File: src/rtl/jpeg_stream_framer.sv
// JPEG frame sequencer: JFIF header (ROM + spliced quant table), entropy bytes, then EOI (FF D9).
// Latency: header 1 byte per 2 cycles, entropy 1 cycle pass-through; optional 0xFF stuffing via JPEG_FRAMER_BYTE_STUFF_EN.
// Backpressure: a single output register stalls on out_ready=0; entropy input throttled through ent_ready.
module jpeg_stream_framer #(
    parameter int HDR_LEN   = 328,
    parameter int QT_OFFSET = 25,
    parameter int HDR_AW    = 9
) (
    input  logic              clock,
    input  logic              nreset,
    input  logic              frame_start,
    input  logic              frame_end,
    output logic [HDR_AW-1:0] hdr_addr,
    input  logic [7:0]        hdr_data,
    output logic              qt_req,
    input  logic              qt_gnt,
    output logic [5:0]        qt_addr,
    input  logic [7:0]        qt_data,
    input  logic              ent_valid,
    input  logic [7:0]        ent_data,
    output logic              ent_ready,
    output logic              out_valid,
    output logic [7:0]        out_data,
    input  logic              out_ready,
    output logic              busy,
    output logic              frame_drop
);

    typedef enum logic [2:0] {
        S_IDLE,
        S_HDR_FETCH,
        S_HDR_LOAD,
        S_STREAM,
        S_EOI_FF,
        S_EOI_D9,
        S_EOI_DONE
`ifdef JPEG_FRAMER_BYTE_STUFF_EN
        , S_STUFF
`endif
    } state_t;

    localparam logic [HDR_AW-1:0] QT_LO    = HDR_AW'(QT_OFFSET);
    localparam logic [HDR_AW-1:0] QT_HI    = HDR_AW'(QT_OFFSET + 64);
    localparam logic [HDR_AW-1:0] HDR_LAST = HDR_AW'(HDR_LEN - 1);

    state_t            state, state_nxt;
    logic [HDR_AW-1:0] idx, idx_nxt;
    logic              src_qt;
    logic              fresh;
    logic [7:0]        held;
    logic              end_pending;

    logic              can_load;
    logic              in_win;
    logic [7:0]        hdr_byte;
    logic              load_en;
    logic [7:0]        load_byte;
    logic              issue;
    logic              issue_qt;
    logic              clr_end;

    assign can_load   = !out_valid || out_ready;
    assign in_win     = (idx >= QT_LO) && (idx < QT_HI);
    // The read port only shows the fetched byte for one cycle; afterwards the held copy is used.
    assign hdr_byte   = fresh ? (src_qt ? qt_data : hdr_data) : held;
    assign busy       = (state != S_IDLE);
    assign frame_drop = frame_start && (state != S_IDLE);

    always_comb begin
        state_nxt = state;
        idx_nxt   = idx;
        load_en   = 1'b0;
        load_byte = 8'h00;
        issue     = 1'b0;
        issue_qt  = 1'b0;
        clr_end   = 1'b0;
        hdr_addr  = '0;
        qt_req    = 1'b0;
        qt_addr   = 6'd0;
        ent_ready = 1'b0;
        case (state)
            S_IDLE: begin
                if (frame_start) begin
                    state_nxt = S_HDR_FETCH;
                    idx_nxt   = '0;
                end
            end
            S_HDR_FETCH: begin
                if (in_win) begin
                    qt_req  = 1'b1;
                    qt_addr = 6'(idx - QT_LO);
                    if (qt_gnt) begin
                        issue     = 1'b1;
                        issue_qt  = 1'b1;
                        state_nxt = S_HDR_LOAD;
                    end
                end else begin
                    hdr_addr  = idx;
                    issue     = 1'b1;
                    state_nxt = S_HDR_LOAD;
                end
            end
            S_HDR_LOAD: begin
                if (can_load) begin
                    load_en   = 1'b1;
                    load_byte = hdr_byte;
                    if (idx == HDR_LAST) begin
                        state_nxt = S_STREAM;
                    end else begin
                        idx_nxt   = idx + HDR_AW'(1);
                        state_nxt = S_HDR_FETCH;
                    end
                end
            end
            S_STREAM: begin
                if (end_pending) begin
                    if (can_load) state_nxt = S_EOI_FF;
                end else begin
                    ent_ready = can_load;
                    if (ent_valid && can_load) begin
                        load_en   = 1'b1;
                        load_byte = ent_data;
`ifdef JPEG_FRAMER_BYTE_STUFF_EN
                        if (ent_data == 8'hFF) state_nxt = S_STUFF;
`endif
                    end
                end
            end
`ifdef JPEG_FRAMER_BYTE_STUFF_EN
            S_STUFF: begin
                if (can_load) begin
                    load_en   = 1'b1;
                    load_byte = 8'h00;
                    state_nxt = S_STREAM;
                end
            end
`endif
            S_EOI_FF: begin
                if (can_load) begin
                    load_en   = 1'b1;
                    load_byte = 8'hFF;
                    state_nxt = S_EOI_D9;
                end
            end
            S_EOI_D9: begin
                if (can_load) begin
                    load_en   = 1'b1;
                    load_byte = 8'hD9;
                    state_nxt = S_EOI_DONE;
                end
            end
            S_EOI_DONE: begin
                // D9 sits in the output register; the frame closes when it is taken.
                if (out_ready) begin
                    clr_end   = 1'b1;
                    state_nxt = S_IDLE;
                end
            end
            default: state_nxt = S_IDLE;
        endcase
    end

    always_ff @(posedge clock or negedge nreset) begin
        if (!nreset) begin
            state       <= S_IDLE;
            idx         <= '0;
            src_qt      <= 1'b0;
            fresh       <= 1'b0;
            held        <= 8'h00;
            end_pending <= 1'b0;
            out_valid   <= 1'b0;
            out_data    <= 8'h00;
        end else begin
            state <= state_nxt;
            idx   <= idx_nxt;
            if (issue) begin
                src_qt <= issue_qt;
                fresh  <= 1'b1;
            end else if (state == S_HDR_LOAD) begin
                fresh <= 1'b0;
                if (fresh) held <= hdr_byte;
            end
            if (clr_end) begin
                end_pending <= 1'b0;
            end else if (frame_end && (state != S_IDLE)) begin
                end_pending <= 1'b1;
            end
            if (load_en) begin
                out_valid <= 1'b1;
                out_data  <= load_byte;
            end else if (out_ready) begin
                out_valid <= 1'b0;
            end
        end
    end

endmodule

File: config.mk
export PLATFORM = sky130hd
export DESIGN_NAME = jpeg_stream_framer
export DESIGN_NICKNAME = d
export VERILOG_FILES = /design/src/rtl/jpeg_stream_framer.sv
export SDC_FILE = /design/constraint.sdc
export NUM_CORES = 1
export LEC_CHECK = 0
export CORE_ASPECT_RATIO = 1.25
export CORE_MARGIN = 1.5
export CORE_UTILIZATION = 45
export DETAILED_ROUTE_END_ITERATION = 8
export GPL_ROUTABILITY_DRIVEN = 0
export PLACE_DENSITY = 0.82
export SYNTH_ARGS = -nofsm -noshare
export SYNTH_HDL_FRONTEND = slang
export SYNTH_SLANG_ARGS = --single-unit
export TNS_END_PERCENT = 5
File: constraint.sdc
create_clock -name clock -period 3.7 [get_ports clock]
set_input_delay 0.555 -clock clock [delete_from_list [all_inputs] [get_ports clock]]
set_output_delay 0.555 -clock clock [all_outputs]
set_load 0.03 [all_outputs]
* Word-level counts from Yosys, hierarchy flattened
Cells that the tools add are included. W data, S select, Z words.
Storage, ports and cells: bits in registers 32, output and inout bits 28
Cells by class: $add $sub $neg 2, order comparisons 2, equal/unequal tests 16, mux-type cells 48, bitwise operators 1, reductions and logical operators 16
Operators by type and width (count):
- $mux W8 | 7
- $mux W9 | 5
- $pmux W8 S4 | 1
- $mux W3 | 9
- $pmux W3 S7 | 1
- $mux W1 | 20
- $pmux W9 S2 | 1
- $ne A2 B2 Y1 const B | 8
- $mux W6 | 2
- $add A9 B1 Y9 const B | 1
- $eq A3 B3 Y1 const B | 3
- $eq A9 B9 Y1 const B | 1
- $ge A9 B5 Y1 const B | 1
- $lt A9 B7 Y1 const B | 1
- $reduce_and A8 Y1 | 1
- $reduce_bool A2 Y1 | 4
- $eq A3 B2 Y1 const B | 2
- $sub A6 B5 Y6 const B | 1
- $logic_and A1 B1 Y1 | 4
- $reduce_and A4 Y1 | 1
- $eq A3 B1 Y1 const B | 1
- $logic_not A3 Y1 | 1
- $ne A3 B3 Y1 const B | 1
- $reduce_and A3 Y1 | 1
- other kinds (7) | 7

* Longest topological paths before layout
Gate-level depths: netlist of run 1.
depth after elaboration 7, mapped depth 7, depth with buffers taken out 7

* Worst setup path after synthesis of run 1
OpenSTA, ideal clock, no wires.
kind register -> output, start register idx[5], end output port qt_addr[2], data arrival time 1.719 ns, data required time 3.145 ns, path slack 1.426 ns, cell stages (with the launch flop) 6, path buffers 1, cell sequence dfrtp_1 > clkbuf_1 > a211o_1 > a21oi_1 > nand4_4 > nor2_1
On the way: longest elaborated chain between the ends 4, elaborated cells on any way between the ends 5, classes of those cells 2 x order compare; 2 x mux; 1 x reduce/logical
Ends and longest elaborated chain:
- start: declaration | line 47 | logic [HDR_AW-1:0] idx, idx_nxt;
- start signal: assignment | line 175 | idx <= idx_nxt;
- $ge A9 B5 Y1 or $lt A9 B7 Y1 (tied branches) | line 63 | assign in_win = (idx >= QT_LO) && (idx < QT_HI);
- $logic_and A1 B1 Y1 (*) | line 63
- $mux W6 (*) | line 89 | if (in_win) begin
- $mux W6 (*) | line 81 | case (state)
- end: declaration | line 17 | output logic [5:0] qt_addr,
Every way passes the cells marked *; elsewhere a longest branch is shown, timed or not.

* Final worst setup path of run 1
start register idx[2], end output port hdr_addr[0]
On the way: longest elaborated chain between the ends 4, elaborated cells on any way between the ends 5, classes of those cells 2 x order compare; 2 x mux; 1 x reduce/logical
Ends and longest elaborated chain:
- $ge A9 B5 Y1 or $lt A9 B7 Y1 (tied branches) | line 63
- $logic_and A1 B1 Y1 (*) | line 63
- $mux W9 (*) | line 89
- $mux W9 (*) | line 81
- end: declaration | line 13 | output logic [HDR_AW-1:0] hdr_addr,
Marked as above.

==> metrics.yaml, run 1 <==
power_and_ir_drop:
  ir_drop_v: 0.000395
  sequentialPowerShare_pct: 34.3
  power.net_switching_mw: 0.775
  p_int_mw: 1.05
  clkPwrFrac_pct: 18.3
  switching_share_pct: 42.6
  leakagePower_nw: 1.19
  p_per_area_nw_per_um2: 653
  p_comb_share_pct: 47.4
clock_network:
  clk_latency_ns: 0.29
  cts_tree: "done"
  cts_resized: 0
  clockBufferDepth: 2
  clk_pin_slew_ns: 0.07
  cts_max_level: 2
  post-cts-setup-buffer-count: 0
  cts_made_buffers: 5
  cts_sinks: 32
  ctsHoldBuffers: 0
  cts_root_buf: "clkbuf_8"
drt:
  drt_iter0_markers: 107
  wl_per_cell_um: 14.1
  ant_nets: 0
  viasPerCell: 5.59
  vias: 1944
  route.detailed.drc: 0
  drt_wl_total_mm: 4.92
  detail_route.first_pass.iterations: 4
timing:
  fin_crit_sh_pct: 86.9
  period_needed_ns: 3.22
  finClkSkew_ns: 0.0113
  tightest_slew_ns: 0.598
  rsz0062_at_grt: "no"
  fmaxAchievable_mhz: 311
  finalWorstSetupSlack_ns: 0.485
  hold_viol_final: 0
  slew_headroom_pct: 59.9
  tns_ns: 0
  setup_viol: 0
  maxSlewViolCount: 0
global_routing:
  grt_pass1_vias: 1819
  grt_max_degree: 33
  grt_pass1_wl_mm: 8.20
  antenna_found_initial: 0
  groute.usage.overall_pct: 20.7
  grt_overflow_total: 0
yosys:
  ys_types: 46
  async_reset_ff_share_pct: 100
  synth_flop_cell: "dfrtp_1"
  synth-edff-count: 0
  synthCells: 236
  syn_nets: 272
  yosys_warnings: 0
  syn_avg_cell_area_um2: 8.76
  synth_seq_area_share_pct: 38.7
  syn_area_um2: 2070
  ys_ff_latch: 32
run:
  drv_cap: 0
placement:
  io_buffers: 58
  dp_slack_ns: 0.850
  dp_hpwl_mm: 3.55
  post_dp_cell_area_um2: 2680
critical_path:
  worstPathArrival_ns: 2.66
  crit_slowest_cell: "clkdlybuf4s50_1"
  path_cells: "nor3_1, nand3_1, nand3_1, and3_1, clkdlybuf4s50_1"
  cpMostUsedCell: "nand3_1"
  required_ns: 3.14
  start_kind: "flop"
  critPathTopFamily: "simple AND/OR/NAND/NOR gates"
  cp_num_buf_inv: 1
  cp_slowest_stage_delay_ns: 0.67
  critPathKind: "flop to output pin"
  cp_max_fo: 11
  end_kind: "output pin"
status:
  status: "complete, no violations"
cells_and_area:
  layout_commonest_cell: "clkdlybuf4s50_1"
  register_area_um2: 801
  final_nets: 325
  layout-drive-gt1-share_pct: 6.55
  multi_input_area_um2: 1180
  num-fill-cells: 379
  syn_to_final_growth_pct: 34.8
  layout_common_cells: "58 x clkdlybuf4s50_1, 32 x dfrtp_1, 29 x nor2_1"
  fin_area_um2: 2790
  diodes: 0
floorplan:
  dieArea_um2: 5010
  die_w_um: 63.6
  ios: 59
  fp-row-count: 27
  core_region_area_um2: 4430
  start_util_pct: 46.7
  fp.dieH_um: 78.8
worst_hold_path:
  min_path_type: "flop to flop"
## cell families (layout without fill, tap and decap cells)
logic type | Yosys count | after routing | share of synthesized area, %
flops | 32 | 32 | 38.7
mux | 12 | 12 | 5.99
xor+xnor | 11 | 11 | 4.66
simple gates | 94 | 94 | 24.3
fa+ha+maj | 5 | 5 | 3.02
compound gates | 60 | 60 | 19.1
buf+inv | 22 | 76 | 4.17
## through the flow
stage	utilization [%]	power, mW	std cells	hold WS, ns
floorplan	-	1.22	236	0.259
global placement	60.6	1.47	340	0.464
detailed placement	60.6	1.49	340	0.473
CTS	63.0	1.83	348	0.488
global route	63.0	1.96	348	0.509
finish	63.0	1.82	348	0.482
## per-layer routing
| metal | track usage (%) | wire length [um] | vias to the layer above |
|---|---|---|---|
| met2 | 35.1 | 2510 | 51 |
| met5 | 0 | 0 | - |
| met4 | 10.7 | 103 | 0 |
| met3 | 3.26 | 224 | 9 |
| met1 | 25.5 | 2080 | 929 |
| li1 | - | - | 955 |
## final cells by class
type                       count  share of cell area, %
clock buffer                   6                   2.60
clock inverter                 2                   1.26
sequential                    32                   28.7
timing repair buffer          60                   21.4
inverter                       8                   1.08
multi-input combinational    182                   42.4
tap                           58                   2.60
## cell usage after synthesis (all sizes together) (5+ instances only)
| library cell | count | area share (%) |
|---|---|---|
| a211oi | 7 | 2.5 |
| a21oi | 11 | 2.7 |
| a22oi | 11 | 4.0 |
| and3 | 9 | 2.7 |
| clkbuf | 11 | 2.0 |
| dfrtp | 32 | 39 |
| ha | 5 | 3.0 |
| inv | 8 | 1.5 |
| mux2i | 9 | 4.4 |
| nand2 | 19 | 3.6 |
| nand3 | 5 | 1.2 |
| nor2 | 29 | 5.3 |
| nor2b | 7 | 2.1 |
| nor3 | 6 | 1.7 |
| o21ai | 18 | 4.5 |
| xnor2 | 5 | 2.1 |
| xor2 | 6 | 2.5 |
## final timing paths
kind                       slack [ns]  depth (start not counted)                 endpoint                 start
max                              0.48                          5              hdr_addr[0]    idx[2]$_DFFE_PN0P_
max in group asynchronous        2.74                          2      held[7]$_DFFE_PN0P_                nreset
min reg2reg                      0.48                          2      held[6]$_DFFE_PN0P_   held[6]$_DFFE_PN0P_
max reg2reg                      1.72                          5  out_data[1]$_DFFE_PN0P_  state[1]$_DFFE_PN0P_
min in group asynchronous        0.66                          2  out_data[0]$_DFFE_PN0P_                nreset
min                              0.48                          2      held[6]$_DFFE_PN0P_   held[6]$_DFFE_PN0P_
## tightest hold or removal path: stages, from the launching register on
cell     delay (ns)
dfrtp_1        0.34
nand2_1        0.04
o21ai_0        0.06
## registers in the layout (all words and copies together), names as in the netlist
name / count
out_valid: 1
src_qt: 1
held: 8
state: 3
idx: 9
fresh: 1
end_pending: 1
out_data: 8
## power by group through the flow
stage	Sequential (mW)	Combinational, mW	Clock [mW]
final	0.625	0.863	0.332
after global routing	0.652	0.952	0.351
after CTS	0.625	0.865	0.337
after detailed placement	0.632	0.860	0
after global placement	0.625	0.846	0
after floorplan	0.624	0.600	0
Power figures use the tool's default switching activity.
==> run 2, diff against run 1 <==
--- a/config.mk
+++ b/config.mk
@@ -8,6 +8,7 @@
 export CORE_ASPECT_RATIO = 1.25
 export CORE_MARGIN = 1.5
 export CORE_UTILIZATION = 45
+export CTS_CLUSTER_DIAMETER = 200
 export DETAILED_ROUTE_END_ITERATION = 8
 export GPL_ROUTABILITY_DRIVEN = 0
 export PLACE_DENSITY = 0.82
==> results of run 2 <==
Same layout as run 1: the final DEF is identical, and so are final timing and power.
